--- config.mk ---
export PLATFORM = sky130hd
export DESIGN_NAME = fpu_fp80_to_fpn_pipe
export DESIGN_NICKNAME = d
export VERILOG_FILES = /design/src/rtl/fpu_fp80_to_fpn_pipe.sv
export SDC_FILE = /design/constraint.sdc
export NUM_CORES = 1
export LEC_CHECK = 0
export CAP_MARGIN = 15
export CORE_UTILIZATION = 30
export DETAILED_ROUTE_END_ITERATION = 12
export PLACE_DENSITY_LB_ADDON = 0.15
export SLEW_MARGIN = 20
export SYNTH_ARGS = -nofsm -noshare
export SYNTH_HDL_FRONTEND = slang
export SYNTH_SLANG_ARGS = --single-unit
--- constraint.sdc ---
create_clock -name clk -period 9.5 [get_ports clk]
set_clock_uncertainty 0.2 [all_clocks]
set_input_delay 1.9 -clock clk [delete_from_list [all_inputs] [get_ports clk]]
set_output_delay 1.9 -clock clk [all_outputs]
set_load 0.05 [all_outputs]
--- src/rtl/fpu_fp80_to_fpn_pipe.sv ---
// FP80 extended -> IEEE binary(EXP_W, FRAC_W) converter, two-stage valid/ready pipeline.
// Define FPU_CVT_DENORM_OUT_EN for gradual underflow; otherwise tiny results flush to zero.
module fpu_fp80_to_fpn_pipe #(
  parameter int unsigned EXP_W  = 8,
  parameter int unsigned FRAC_W = 23
) (
  input  logic                    clk,
  input  logic                    reset,
  input  logic                    in_valid,
  output logic                    in_ready,
  input  logic [79:0]             fp80_in,
  input  logic [1:0]              rc_in,
  output logic                    out_valid,
  input  logic                    out_ready,
  output logic [EXP_W+FRAC_W:0]   fp_out,
  output logic [3:0]              flags_out
);

  localparam int unsigned OutW = 1 + EXP_W + FRAC_W;
  localparam int unsigned SigW = 1 + FRAC_W;
  localparam int Bias = (1 << (EXP_W - 1)) - 1;
  localparam logic signed [16:0] BiasS   = 17'(Bias);
  localparam logic signed [16:0] MinUe   = 17'(1 - Bias);
  localparam logic signed [16:0] ShMaxS  = 17'(FRAC_W + 2);
  localparam logic [EXP_W-1:0]   ExpOnes = '1;
  localparam logic [EXP_W-1:0]   ExpMaxFin = ExpOnes - 1'b1;
  localparam logic [FRAC_W-1:0]  QnanFrac = FRAC_W'(64'h1 << (FRAC_W - 1));
  localparam logic [FRAC_W-1:0]  FracOnes = '1;

  typedef enum logic [1:0] {
    RcNear  = 2'b00,
    RcDown  = 2'b01,
    RcUp    = 2'b10,
    RcTrunc = 2'b11
  } rc_e;

  // Stage 1: unpack and classify
  logic               in_sign;
  logic [14:0]        in_exp;
  logic [63:0]        in_man;
  logic [FRAC_W-1:0]  nan_frac;
  logic               spec_hit, spec_inv, in_tiny;
  logic [OutW-1:0]    spec_res;
  logic signed [16:0] in_ue, sh_full;
  logic [6:0]         in_sh;

  assign in_sign  = fp80_in[79];
  assign in_exp   = fp80_in[78:64];
  assign in_man   = fp80_in[63:0];
  // Quieted NaN payload: forced quiet bit, then the top payload bits below m[62].
  assign nan_frac = FRAC_W'({1'b1, in_man[61:0]} >> (63 - FRAC_W));

  always_comb begin
    spec_hit = 1'b1;
    spec_inv = 1'b0;
    spec_res = '0;
    in_ue    = $signed({2'b00, in_exp}) - 17'sd16383;
    if (in_exp == 15'h0) begin
      in_ue = -17'sd16382;
    end
    in_tiny = (in_ue < MinUe);
    sh_full = MinUe - in_ue;
    in_sh   = 7'd0;
    if (in_tiny) begin
      in_sh = (sh_full > ShMaxS) ? ShMaxS[6:0] : sh_full[6:0];
    end

    if (in_exp == 15'h7fff) begin
      if (!in_man[63]) begin
        spec_res = {1'b1, ExpOnes, QnanFrac};
        spec_inv = 1'b1;
      end else if (in_man[62:0] == 63'h0) begin
        spec_res = {in_sign, ExpOnes, {FRAC_W{1'b0}}};
      end else begin
        spec_res = {in_sign, ExpOnes, nan_frac};
        spec_inv = !in_man[62];
      end
    end else if (in_exp != 15'h0 && !in_man[63]) begin
      spec_res = {1'b1, ExpOnes, QnanFrac};
      spec_inv = 1'b1;
    end else if (in_exp == 15'h0 && in_man == 64'h0) begin
      spec_res = {in_sign, {(OutW-1){1'b0}}};
    end else begin
      spec_hit = 1'b0;
    end
  end

  logic               s1_valid_q, s1_special_q, s1_spec_inv_q, s1_sign_q, s1_tiny_q;
  logic [OutW-1:0]    s1_spec_res_q;
  rc_e                s1_rc_q;
  logic signed [16:0] s1_ue_q;
  logic [6:0]         s1_sh_q;
  logic [63:0]        s1_man_q;

  // Stage 2: align, round, pack
  logic [127:0]      ext, rest;
  logic [SigW-1:0]   sig;
  logic              guard, sticky, inexact, rnd_inc, to_inf;
  logic [SigW:0]     rounded;
  logic signed [16:0] ue_r;
  logic [EXP_W-1:0]  exp_b;
  logic [OutW-1:0]   res_d;
  logic [3:0]        flags_d;

  always_comb begin
    ext     = {s1_man_q, 64'h0} >> s1_sh_q;
    sig     = ext[127 -: SigW];
    guard   = ext[127 - SigW];
    rest    = ext << (SigW + 1);
    sticky  = |rest;
    inexact = guard | sticky;
    case (s1_rc_q)
      RcNear:  rnd_inc = guard & (sticky | sig[0]);
      RcDown:  rnd_inc = s1_sign_q & inexact;
      RcUp:    rnd_inc = !s1_sign_q & inexact;
      RcTrunc: rnd_inc = 1'b0;
      default: rnd_inc = 1'b0;
    endcase
    rounded = {1'b0, sig} + {{SigW{1'b0}}, rnd_inc};
    ue_r    = s1_ue_q + $signed({16'h0, rounded[SigW]});
    exp_b   = EXP_W'(ue_r + BiasS);
    to_inf  = (s1_rc_q == RcNear) || (s1_rc_q == RcUp && !s1_sign_q) ||
              (s1_rc_q == RcDown && s1_sign_q);

    res_d   = '0;
    flags_d = '0;
    if (s1_special_q) begin
      res_d   = s1_spec_res_q;
      flags_d = {s1_spec_inv_q, 3'b000};
    end else if (s1_tiny_q) begin
`ifdef FPU_CVT_DENORM_OUT_EN
      // Aligned significand has no hidden bit; a carry into bit FRAC_W lands on exp=1.
      res_d   = {s1_sign_q, (EXP_W-1)'(0), rounded[FRAC_W:0]};
      flags_d = {2'b00, inexact, inexact};
`else
      res_d   = {s1_sign_q, EXP_W'(0),
                 FRAC_W'((s1_rc_q == RcUp && !s1_sign_q) || (s1_rc_q == RcDown && s1_sign_q))};
      flags_d = 4'b0011;
`endif
    end else if (ue_r > BiasS) begin
      res_d   = to_inf ? {s1_sign_q, ExpOnes, {FRAC_W{1'b0}}} : {s1_sign_q, ExpMaxFin, FracOnes};
      flags_d = 4'b0101;
    end else begin
      // On carry the rounded significand is 10..0, so its low bits are already zero.
      res_d   = {s1_sign_q, exp_b, rounded[FRAC_W-1:0]};
      flags_d = {3'b000, inexact};
    end
  end

  logic                s2_valid_q, s2_adv;
  logic [OutW-1:0]     fp_q;
  logic [3:0]          flags_q;

  assign s2_adv    = !s2_valid_q || out_ready;
  assign in_ready  = !s1_valid_q || s2_adv;
  assign out_valid = s2_valid_q;
  assign fp_out    = fp_q;
  assign flags_out = flags_q;

  always_ff @(posedge clk or posedge reset) begin
    if (reset) begin
      s1_valid_q    <= 1'b0;
      s1_special_q  <= 1'b0;
      s1_spec_inv_q <= 1'b0;
      s1_spec_res_q <= '0;
      s1_sign_q     <= 1'b0;
      s1_tiny_q     <= 1'b0;
      s1_rc_q       <= RcNear;
      s1_ue_q       <= '0;
      s1_sh_q       <= '0;
      s1_man_q      <= '0;
      s2_valid_q    <= 1'b0;
      fp_q          <= '0;
      flags_q       <= '0;
    end else begin
      if (in_ready) begin
        s1_valid_q <= in_valid;
        if (in_valid) begin
          s1_special_q  <= spec_hit;
          s1_spec_inv_q <= spec_inv;
          s1_spec_res_q <= spec_res;
          s1_sign_q     <= in_sign;
          s1_tiny_q     <= in_tiny;
          s1_rc_q       <= rc_e'(rc_in);
          s1_ue_q       <= in_ue;
          s1_sh_q       <= in_sh;
          s1_man_q      <= in_man;
        end
      end
      if (s2_adv) begin
        s2_valid_q <= s1_valid_q;
        if (s1_valid_q) begin
          fp_q    <= res_d;
          flags_q <= flags_d;
        end
      end
    end
  end

endmodule

==> summary.md <==
| Metric | Value |
|---|---|
| Status | completed |
| CTS buffer count | 17 |
| Congestion Overflow GR | 0 |
| Synth warn | 0 |
| Non-Filler Instances | 2,206 |
| Max Transition Viols Final | 0 |
| Maximum vdd drop | 0.000132 V |
| Post-route DRC violation count | 0 |
| Core ar. | between 0.04 and 0.05 mm2 |
| # rows | 76 |
| Max H-tree Level | 4 |
| Input/output buffers | around 120 |
| Worst path slowest cell | a2111oi_0 |
| GRT Util Overall | a little over a fifth |
| Achievable Freq | about 0.12 GHz |
| DP HPWL | 34,400 um |
| Most frequent cells in the layout | nand2_1, dfrtp_1, nor2_1, clkdlybuf4s50_1, a21oi_1 |
| I/O Pins | 124 |
| DR pass1 iterations | 5 |
| Type of the worst setup path | reg2reg |
| Critical Path RT | just under 10,000 ps |
| DR iter-0 viols | ~1,300 |
| Initial antenna violation count | 0 |
| Sequential Area | 0.00391 mm2 |
| Initial Util | 30.5% |
| Comb power frac | 41.8% |
| Die Footprint | ~0.045 mm2 |
| DRT Wirelength | 46,600 um |
| Internal power | 1.68 mW |
| Final core utilization | 35.6% |
| Most frequent CP cell | ha_1 |
| Yosys top cell area share | 29.6% |
| Clock Pin Slew Worst Setup and Hold Paths | ~70 ps |
| Syn nets | 1,671 |
| Fill cell count | 4,539 |
| P_leak | around 6.1 nW |
| Final setup TNS | 0 ps |
| Ys async rst share | 100% |
| Routed via count | 12,400 |
| RSZ-0062 raised after global routing | no |
| Clock Sinks | 156 |
| EDFF count, synth | 0 |
| Clock share of power | 26.0% |
| Setup violations, final | 0 |
| Sequential area share after synthesis | 29.6% |
| Setup crit end kind | flop |
| NetSw | 1.20 mW |
| Sw Ratio | 41.7% |
| Gpl congestion | 0.883 |
| Tcrit/Tclk final | 91.0% |
| CTS tree | yes |
| Maximum clock insertion buffer count | 2 |
| Synth Register Bits | roughly 160 |
| Inst Count DP | 2,172 |
| Synthesized area | 0.0132 mm2 |
| Largest net degree at the start of global routing | ~70 |
| Die width | 212 um |
| Crit path largest cell delay | roughly 670 ps |
| Area Overhead vs Synth | 16.6% |
| Worst Path Arrival | 8770 ps |
| Fin. Hold Viols | 0 |
| Top cells by area, synth | dfrtp_1, nand2_1, mux4_2, mux2i_1, nor2_1 |
| Leading area contributor after synthesis | dfrtp_1 |
| Multi-input logic area | 0.00855 mm2 |
| Reg power frac | around a third |
| Slew @ Worst Pin | approximately 1100 ps |
| Via density | around 5.6 |
| Syn_area_per_cell | about 8.4 um2 |
| Cells after Synth | 1,570 |
| Antenna Violating Nets Remaining | 0 |
| Rel. slew slack | about 29% |
| Global-route wire length before repair | ~74,000 um |
| Layout cell share with drive strength beyond 1 | 9.44% |
| Number of global-route vias before repair | 12,000 |
| Unique masters post-synth | 86 |
| Hold-fix buffers, CTS | 0 |
| Top FF cell, synth | dfrtp_1 |
| Nets | 1,708 |
| Commonest non-fill, non-tap cell in the layout | nand2_1 |
| Final min period | around 8600 ps |
| DR WL/cell | 21.1 um |
| Clk Latency, worst-skew pair | 450 ps |
| Root buf cell | clkbuf_16 |
| CP Max Fanout | 26 |
| HP Class | reg2reg |
| Max-cap violations | 0 |
| Startpoint type of the worst setup path | flop |
| Power density over cell area | 188 mW/mm2 |
| Die Y | around 210 um |
## power by group through the flow
stage / combinational, mW / sequential [mW] / clock (mW)
after floorplan: 0.782 / 0.965 / 0
after global placement: 1.20 / 0.942 / 0
after detailed placement: 1.20 / 0.942 / 0
after CTS: 1.20 / 0.931 / 0.770
after global routing: 1.31 / 0.945 / 0.794
final: 1.21 / 0.929 / 0.751
## Yosys cell counts (all sizes together), types with 6 or more instances
master   count
a21oi       86
inv         25
or3         16
a31oi       17
mux4        62
nand3b       9
nor4        27
nand4       21
o211ai      12
ha          15
clkbuf      79
nand2      319
and2        15
a2111oi      8
xnor2       34
buf         53
nor3b       10
a21o         8
a211oi      22
o21ai       83
o21a        10
and3        14
a211o        7
o22ai        6
a221oi      12
xor2        19
o32ai        7
mux2        17
mux2i       62
nand3       38
nor2       139
nand2b      18
nor3        38
a22o        23
dfrtp      156
nor2b        8
## metal layers
metal | routed length (um) | vias to the layer above | GRT usage (%)
met5 | 0 | - | 0
met4 | 1190 | 0 | 7.87
met3 | 2180 | 52 | 2.86
met2 | 21700 | 366 | 33.2
met1 | 21600 | 6194 | 30.5
li1 | - | 5815 | -
## worst paths after layout
path / startpoint / endpoint / slack, ps / cells after the start
setup / recovery: s1_sh_q[0]$_DFFE_PP0P_ / fp_out[19]$_DFFE_PP0P_ / 850 / 30
hold / removal: flags_out[3]$_DFFE_PP0P_ / flags_out[3]$_DFFE_PP0P_ / 270 / 2
setup reg to reg: s1_sh_q[0]$_DFFE_PP0P_ / fp_out[19]$_DFFE_PP0P_ / 850 / 30
hold reg to reg: flags_out[3]$_DFFE_PP0P_ / flags_out[3]$_DFFE_PP0P_ / 270 / 2
max in group asynchronous: reset / flags_out[0]$_DFFE_PP0P_ / 5660 / 4
min in group asynchronous: reset / s1_man_q[28]$_DFFE_PP0P_ / 1730 / 2
## registers in the layout, indices dropped and copies added (netlist names), 2 cells and up
register and cells:
flags_out 4, s1_ue_q 16, s1_man_q 64, s1_rc_q 2
s1_spec_res_q 25, s1_sh_q 7, fp_out 32
## repair_timing
action,in CTS,in global routing
endpoints found under the setup margin,0,8
hold endpoints to repair,0,0
resized for setup,0,1
setup buffers,0,1
## area by class of cell
type,count,share of cell area (%)
Multi-Input combinational cell,1256,55.6
Antenna cell,1,0.0163
Tap cell,585,4.76
Clock buffer,21,2.86
Sequential cell,156,25.4
Timing Repair Buffer,151,9.53
Clock inverter,11,1.19
Inverter,25,0.643
## cell families (layout without fill, tap and decap cells)
logic type,after synthesis,count (layout),share of synthesized area (%)
AO/OA/AOI/OAI,351,351,18.3
buffers and inverters,158,208,5.73
other,0,1,0
multiplexers,141,141,17.1
XOR/XNOR,53,53,3.52
adder cells (fa/ha/maj),15,15,1.42
flip-flops,156,156,29.6
AND/OR/NAND/NOR,696,696,24.3
## per-stage QoR
step	total power, mW	hold slack [ps]	area [um2]	worst slack [ps]
finish	2.89	272	15400	854
global placement	2.14	260	14700	967
global route	3.05	291	15400	63.4
CTS	2.90	276	15400	702
detailed placement	2.14	260	14700	738
floorplan	1.75	248	13200	2430
## worst max-delay path, delay by kind of cell (launching register included)
kind,cells,cell delay [ps]
mux,1,250
buf+inv,2,620
flops,1,660
fa+ha+maj,4,960
compound gates,14,3180
xor+xnor,2,670
simple gates,7,1940
Power figures use the tool's default switching activity.
